File: config.mk
export PLATFORM = sky130hd
export DESIGN_NAME = factor_search
export DESIGN_NICKNAME = d
export VERILOG_FILES = /design/src/rtl/factor_pkg.sv /design/src/rtl/factor_search_seq_mult.sv /design/src/rtl/factor_search.sv
export SDC_FILE = /design/constraint.sdc
export NUM_CORES = 1
export LEC_CHECK = 0
export ABC_AREA = 1
export CORE_ASPECT_RATIO = 1.1
export CORE_MARGIN = 2
export CORE_UTILIZATION = 50
export DETAILED_ROUTE_END_ITERATION = 6
export HOLD_SLACK_MARGIN = 0.15
export MAX_ROUTING_LAYER = met4
export PLACE_DENSITY_LB_ADDON = 0.1
export SLEW_MARGIN = 20
export SYNTH_ARGS = -nofsm -noshare
export SYNTH_HDL_FRONTEND = slang
export SYNTH_SLANG_ARGS = --single-unit
File: constraint.sdc
create_clock -name clk -period 2.05 [get_ports clk]
set_clock_uncertainty 0.2 [all_clocks]
set_input_delay 0.205 -clock clk [delete_from_list [all_inputs] [get_ports clk]]
set_output_delay 0.205 -clock clk [all_outputs]
set_load 0.01 [all_outputs]
File: src/rtl/factor_pkg.sv
// factor_pkg
// Shared definitions for the factor search block: default operand widths,
// the search FSM state encoding and constants derived from the defaults.
// Ports: none (package only).
package factor_pkg;

    localparam int A_W_DEF = 4;
    localparam int B_W_DEF = 3;

    // Largest candidate values and the size of the candidate space when the
    // default widths are used (candidates start at 2, so 2^W-2 per axis).
    localparam int A_MAX  = (1 << A_W_DEF) - 1;
    localparam int B_MAX  = (1 << B_W_DEF) - 1;
    localparam int N_CAND = (A_MAX - 1) * (B_MAX - 1);

    typedef enum logic [1:0] {
        IDLE = 2'd0,
        MUL  = 2'd1,
        CMP  = 2'd2,
        DONE = 2'd3
    } state_t;

endpackage

File: src/rtl/factor_search_seq_mult.sv
// seq_mult
// Shift-add multiplier that consumes one bit of b per step, LSB first.
// After B_W steps acc holds a*b.
// Ports:
//   clk   - clock, rising edge
//   rst   - synchronous active-high reset, clears acc and the bit index
//   load  - clears acc and the bit index for a fresh product
//   step  - perform one shift-add step
//   a, b  - operands, must stay stable while stepping
//   acc   - running partial product (full width, cannot overflow)
//   last  - high while the final bit of b is being consumed
module seq_mult
    import factor_pkg::*;
#(
    parameter int A_W = A_W_DEF,
    parameter int B_W = B_W_DEF
) (
    input  logic                 clk,
    input  logic                 rst,
    input  logic                 load,
    input  logic                 step,
    input  logic [A_W-1:0]       a,
    input  logic [B_W-1:0]       b,
    output logic [A_W+B_W-1:0]   acc,
    output logic                 last
);

    localparam int PW = A_W + B_W;
    localparam int SW = (B_W > 1) ? $clog2(B_W) : 1;

    logic [SW-1:0] idx;
    logic [PW-1:0] a_ext;

    assign a_ext = {{B_W{1'b0}}, a};
    assign last  = (idx == SW'(B_W - 1));

    // Load has priority over stepping so the controller can clear the
    // accumulator in the same cycle it moves on to the next candidate.
    always_ff @(posedge clk) begin
        if (rst || load) begin
            acc <= '0;
            idx <= '0;
        end else if (step) begin
            if (b[idx]) begin
                acc <= acc + (a_ext << idx);
            end
            idx <= idx + 1'b1;
        end
    end

endmodule

File: src/rtl/factor_search.sv
// factor_search
// Searches for the first pair (a, b), 2 <= a <= 2^A_W-1 and 2 <= b <= 2^B_W-1,
// with a*b == target. b is the outer loop, a the inner loop, both ascending.
// Each candidate costs B_W multiply cycles plus one compare cycle.
// Ports:
//   clk    - clock, rising edge
//   rst    - synchronous active-high reset
//   start  - request a search, only honoured in IDLE
//   target - product to factor, captured when start is accepted
//   busy   - high while multiplying or comparing
//   done   - one-cycle pulse when the search ends
//   sat    - a factor pair was found (valid from done onward)
//   a_out  - found a, zero when sat=0
//   b_out  - found b, zero when sat=0
module factor_search
    import factor_pkg::*;
#(
    parameter int A_W = A_W_DEF,
    parameter int B_W = B_W_DEF
) (
    input  logic                 clk,
    input  logic                 rst,
    input  logic                 start,
    input  logic [A_W+B_W-1:0]   target,
    output logic                 busy,
    output logic                 done,
    output logic                 sat,
    output logic [A_W-1:0]       a_out,
    output logic [B_W-1:0]       b_out
);

    localparam logic [A_W-1:0] A_TOP = '1;
    localparam logic [B_W-1:0] B_TOP = '1;

    state_t               state;
    logic [A_W-1:0]       a_cnt;
    logic [B_W-1:0]       b_cnt;
    logic [A_W+B_W-1:0]   target_q;
    logic [A_W+B_W-1:0]   acc;
    logic                 last;

    // The multiplier only advances in MUL; in every other state it is held
    // cleared, which also gives it a fresh start for each new candidate.
    seq_mult #(
        .A_W (A_W),
        .B_W (B_W)
    ) u_mult (
        .clk  (clk),
        .rst  (rst),
        .load (state != MUL),
        .step (state == MUL),
        .a    (a_cnt),
        .b    (b_cnt),
        .acc  (acc),
        .last (last)
    );

    // Search controller: candidate counters, captured target and all
    // outputs are registered here.
    always_ff @(posedge clk) begin
        if (rst) begin
            state    <= IDLE;
            busy     <= 1'b0;
            done     <= 1'b0;
            sat      <= 1'b0;
            a_out    <= '0;
            b_out    <= '0;
            a_cnt    <= A_W'(2);
            b_cnt    <= B_W'(2);
            target_q <= '0;
        end else begin
            done <= 1'b0;
            case (state)
                IDLE: begin
                    if (start) begin
                        target_q <= target;
                        a_cnt    <= A_W'(2);
                        b_cnt    <= B_W'(2);
                        sat      <= 1'b0;
                        a_out    <= '0;
                        b_out    <= '0;
                        busy     <= 1'b1;
                        state    <= MUL;
                    end
                end
                MUL: begin
                    if (last) begin
                        state <= CMP;
                    end
                end
                CMP: begin
                    if (acc == target_q) begin
                        sat   <= 1'b1;
                        a_out <= a_cnt;
                        b_out <= b_cnt;
                        busy  <= 1'b0;
                        done  <= 1'b1;
                        state <= DONE;
                    end else if (a_cnt != A_TOP) begin
                        a_cnt <= a_cnt + 1'b1;
                        state <= MUL;
                    end else if (b_cnt != B_TOP) begin
                        a_cnt <= A_W'(2);
                        b_cnt <= b_cnt + 1'b1;
                        state <= MUL;
                    end else begin
                        busy  <= 1'b0;
                        done  <= 1'b1;
                        state <= DONE;
                    end
                end
                DONE: begin
                    state <= IDLE;
                end
                default: begin
                    state <= IDLE;
                end
            endcase
        end
    end

endmodule

======== Word-level counts from Yosys, hierarchy flattened ========
Cells that the tools add are included.
storage, ports and cells
  register bits after elaboration ......... 35
  output and inout port bits .............. 10
  logic and storage cells ................. 81
cells by class
  add/subtract/negate cells ............... 4
  magnitude comparators ................... 1
  equal/unequal tests ..................... 17
  shift operators ......................... 1
  mux-type cells .......................... 35
  bitwise logic cells ..................... 1
  reductions and logical operators ........ 11
operator list
  cell                                                                           number
  4-bit 2-to-1 mux                                                               6
  3-bit 2-to-1 mux                                                               6
  4-bit case mux with 2 select lines                                             2
  2-bit inequality test (second input constant)                                  6
  3-bit inequality test (second input constant)                                  4
  3-bit case mux with 2 select lines                                             2
  1-bit 2-to-1 mux                                                               10
  2-bit 2-to-1 mux                                                               5
  2-bit case mux with 4 select lines                                             1
  4-bit AND reduction                                                            2
  7-bit adder                                                                    1
  7-bit equality test                                                            1
  4-bit by 2-bit left shift with 7-bit output                                    1
  2-bit equality test (second input constant)                                    3
  2-bit AND reduction                                                            3
  5-bit AND reduction                                                            1
  4-bit by 1-bit adder with 4-bit output (second input constant)                 1
  4-bit inequality test (second input constant)                                  1
  1-bit case mux with 2 select lines                                             2
  3-bit by 1-bit adder with 3-bit output (second input constant)                 1
  2-bit by 3-bit less-than comparator with 1-bit output (second input constant)  1
  3-bit AND reduction                                                            1
  2-bit by 1-bit adder with 2-bit output (second input constant)                 1
  1-bit binary-select mux with 2-bit select                                      1
  7 further kinds                                                                7

======== Longest topological paths before layout ========
  depth in word-level cells ............... 5
  mapped depth ............................ 13

======== By module ========
Synthesis repeated with hierarchy kept, for this count alone.
second synthesis, totals
  cells, all modules ...................... 336
  area, all modules ....................... 2227.1 sq um
by module, submodules not included
  module         instances  cells an instance  area an instance (sq um)  seq. area each (sq um)
  factor_search  1          221                1391.3                    520.5
  seq_mult       1          115                835.8                     180.2

======== Worst setup path after synthesis ========
No wires, ideal clock.
  kind .................................... register -> register
  start point ............................. register u_mult.idx[0]
  end point ............................... register u_mult.acc[6]
  library setup time ...................... 115 ps
  arrival time ............................ 1786 ps
  setup slack ............................. -51 ps
  cell stages (with the launch flop) ...... 14
  period minus slack after synthesis ...... 2101 ps
  path through ............................ dfxtp_1 > buf_6 > inv_4 > nand2_1 > nor2_1 > ha_1 > inv_1 > fa_1 > o21ai_0 > nand3_1 > nand3_1 > nand3_1 > nand2_1 > nor2_1
on the way
  cells in the longest elaborated chain, start to end .. 3
RTL lines
  what                                                                 RTL line                      source
  start, declared                                                      factor_search_seq_mult.sv:31  logic [SW-1:0] idx;
  start signal, assigned                                               factor_search_seq_mult.sv:47  idx <= idx + 1'b1;
  parallel branches: the longest is 3 deep, another holds 7-bit adder  -
  end signal, assigned                                                 factor_search_seq_mult.sv:45  acc <= acc + (a_ext << idx);
  end, declared                                                        factor_search_seq_mult.sv:24  output logic [A_W+B_W-1:0] acc,
Several ways; the timed one is not identified. The select of a mux whose other input is x is not followed.
A chain may end at the register's enable or synchronous reset.

======== Worst setup path after layout ========
  start point ............................. register u_mult.idx[0]
  end point ............................... register u_mult.acc[4]
The elaborated chain is that of the path after synthesis.

==> results.py <==
metrics = {
    "global_routing": {
        "grtUsageTotal_pct": 21.10,
        "grt_pass1_wl_mm": 6.824,
        "grt_max_degree": 20,
        "antenna_found_initial": 0,
        "grt_pass1_vias": 1513,
        "grt-ovfl-total": 0,
    },
    "cts": {
        "cts_tree": "yes",
        "cts_buffers": 5,
        "numClockSinks": 35,
        "path_clk_slew_ns": 0.07,
        "cts_htree_levels": 2,
        "ctsHoldBuffers": 0,
        "clkLatencyLatePin_ns": 0.29,
        "clock_path_buffers": 2,
        "cts_root_buffer": "clkbuf_8",
    },
    "worst_setup_path": {
        "required_ns": 2.07,
        "cp_data_arrival_time_ns": 2.11,
        "r2r-start": "u_mult.idx[0]",
        "r2r-end": "u_mult.acc[4]",
        "crit_path_end_kind": "flop",
        "rr_worst_depth": 8,
        "cp_max_fo": 5,
        "cp-startpoint": "u_mult.idx[0]",
        "crit_type": "flop to flop",
        "critPathCapture": "u_mult.acc[4]",
        "start_kind": "flop",
        "r2r_slack_ns": -0.03,
    },
    "placement": {
        "finalWeightedCongestion": 0.9423,
        "hpwlAfterDp_mm": 2.990,
        "dp.cells": 330,
        "port_buffers": 19,
    },
    "final_layout": {
        "final_cells": 339,
        "fin_nets": 309,
        "seq_area_sq_um": 705.7,
        "nFillCells": 336,
        "drive_above_1_share_pct": 18.69,
        "syn_to_final_growth_pct": 23.48,
        "multi_input_area_sq_um": 1087,
        "antenna_cells": 0,
    },
    "pwr": {
        "p_leak_nw": 1.033,
        "vdd_ir_drop_max_mv": 0.5045,
        "power_density_nw_per_um2": 690.3,
    },
    "floorplanning": {
        "coreArea_sq_um": 3655,
        "ios": 20,
        "start_util_pct": 52.35,
        "die_w_um": 62.98,
        "die_y_um": 68.88,
        "die_area_sq_um": 4337,
        "rows": 23,
    },
    "timing": {
        "finalHoldViolCount": 0,
        "drv_slew": 0,
        "rsz0062_at_grt": "yes",
        "finalCritPeriodShare_pct": 101.6,
        "setup_violations": 3,
        "worst_slack_ns": -0.03369,
        "worst_slew_pin_slew_ns": 0.4372,
        "timing.fmax_ghz": 0.4799,
        "finalCriticalPeriod_ns": 2.084,
        "slew-limit-headroom_pct": 70.74,
        "finalSetupTns_ns": -0.07693,
    },
    "synthesis": {
        "syn_inst": 250,
        "synthDistinctLibCells": 32,
        "synthesis.area_sq_um": 1913,
        "synth.net_count": 271,
        "yosysSeqAreaShare_pct": 36.63,
        "yosys_warnings": 0,
        "synth_seq_cells": 35,
        "syn_area_per_cell_sq_um": 7.652,
    },
    "hold_path": {
        "min_path_type": "flop to flop",
        "worstHoldPathCells": 2,
    },
    "drt": {
        "drt_wl_total_mm": 4.095,
        "dr.pass1.iters": 4,
        "post-route-drc-count": 0,
        "ant_nets": 0,
        "num_vias": 1663,
        "drtIter0Drc": 59,
        "avgRoutedWirePerCell_um": 12.08,
        "post_drt_via_cell_ratio": 4.906,
    },
    "run_status": {
        "violations": "setup timing",
        "status": "finished with violations",
    },
    "job": {
        "max-cap-violations": 0,
    },
}
per-layer routing:
metal	GRT usage [%]	wire (um)
met2	31.78	1745
met3	4.870	124
met5	-	0
met1	27.28	2154
met4	9.444	71
where the power goes:
part | switching [mW] | internal, mW | leakage (nW)
Clock | 0.254 | 0.239 | 0.0422
Sequential | 0.0437 | 0.721 | 0.286
Combinational | 0.215 | 0.159 | 0.705
Total | 0.512 | 1.12 | 1.03
metrics by stage:
stage                     power, mW  setup slack (ns)  utilization [%]  hold WS [ns]  cell area, sq um
after floorplan               1.040           0.02266                -       0.07407              1913
after global placement        1.135          -0.08422            61.28        0.2490              2240
after detailed placement      1.138          -0.07080            61.28        0.2514              2240
after CTS                     1.627          0.001853            63.54        0.2619              2322
after global routing          1.723           -0.1586            64.64        0.2986              2362
final                         1.631          -0.03369            64.64        0.2604              2362
Yosys cell counts:
cell type	number	area share [%]
nand2_1	44	8.6
a211oi_2	1	0.65
o21ai_0	15	3.9
inv_1	17	3.3
buf_2	2	0.52
a21oi_1	25	6.5
a21o_1	1	0.39
mux2i_1	3	1.6
xor2_1	3	1.4
inv_2	6	1.2
nand3_1	19	5.0
nor3b_1	1	0.39
dfxtp_1	35	37
nor2_4	3	1.8
or2_1	1	0.33
inv_4	1	0.33
clkbuf_1	1	0.20
buf_6	3	1.8
nor2_8	1	1.0
ha_1	10	6.5
o21ai_1	5	1.3
o211ai_2	1	0.65
fa_1	1	1.0
a31oi_1	1	0.33
nor2_2	2	0.65
nand3_2	3	1.6
or2_2	1	0.33
nand2_4	2	1.2
xnor2_1	6	2.7
nor2_1	31	6.1
nand4_1	4	1.3
clkbuf_8	1	0.72
placed cells by master, fill, tap and decap left out, drive strengths merged:
master,count
xor2,3
dfxtp,35
o21ai,20
ha,10
a211oi,1
a21o,1
inv,24
clkbuf,7
nor3b,1
clkinv,1
xnor2,6
nand3,22
clkdlybuf4s50,19
mux2i,3
fa,1
or2,2
nand2,46
a31oi,1
a21oi,25
buf,19
nand4,4
nor2,37
o211ai,1
critical path, cell delays in order (launching register included):
cell     delay [ns]
dfxtp_4        0.41
mux2i_2        0.25
mux2i_1        0.12
ha_1           0.35
a21oi_1        0.21
o21ai_2        0.09
buf_4          0.14
xnor2_1        0.11
a21oi_1        0.14
logic make-up after synthesis:
group	after synthesis	synth area share, %
simple gates	112	28.25
compound gates	49	13.80
flops	35	36.63
buf+inv	31	8.044
fa+ha+maj	11	7.587
xor+xnor	9	4.121
mux	3	1.570
layout make-up:
class / count / area share [%]
clock buffers: 7 / 3.231
clock inverters: 1 / 0.2119
inverters: 24 / 3.919
multi-input cells: 184 / 46.03
flip-flops and latches: 35 / 29.87
well taps: 50 / 2.648
repair buffers: 38 / 14.09
worst min path at each step:
stage / start / to / slack (ns)
after floorplan: rst / a_cnt[2] / 0.07
after global placement: target_q[5] / target_q[5] / 0.25
after detailed placement: target_q[5] / target_q[5] / 0.25
after CTS: target_q[5] / target_q[5] / 0.26
after global routing: target_q[5] / target_q[5] / 0.30
final: target_q[5] / target_q[5] / 0.26
state kept, by name, indices dropped and copies added (netlist names):
signal	flops
u_mult.idx	2
sat	1
busy	1
state	2
b_out	3
done	1
u_mult.acc	7
a_out	4
target_q	7
b_cnt	3
a_cnt	4
repair_timing:
item / in CTS / in global routing
setup endpoints to repair: 3 / 4
gates resized for setup: 2 / 10
buffers inserted: 0 / 1
cloned: 0 / 0
pin swaps: 0 / 5
(Power assumes the default switching activity.)
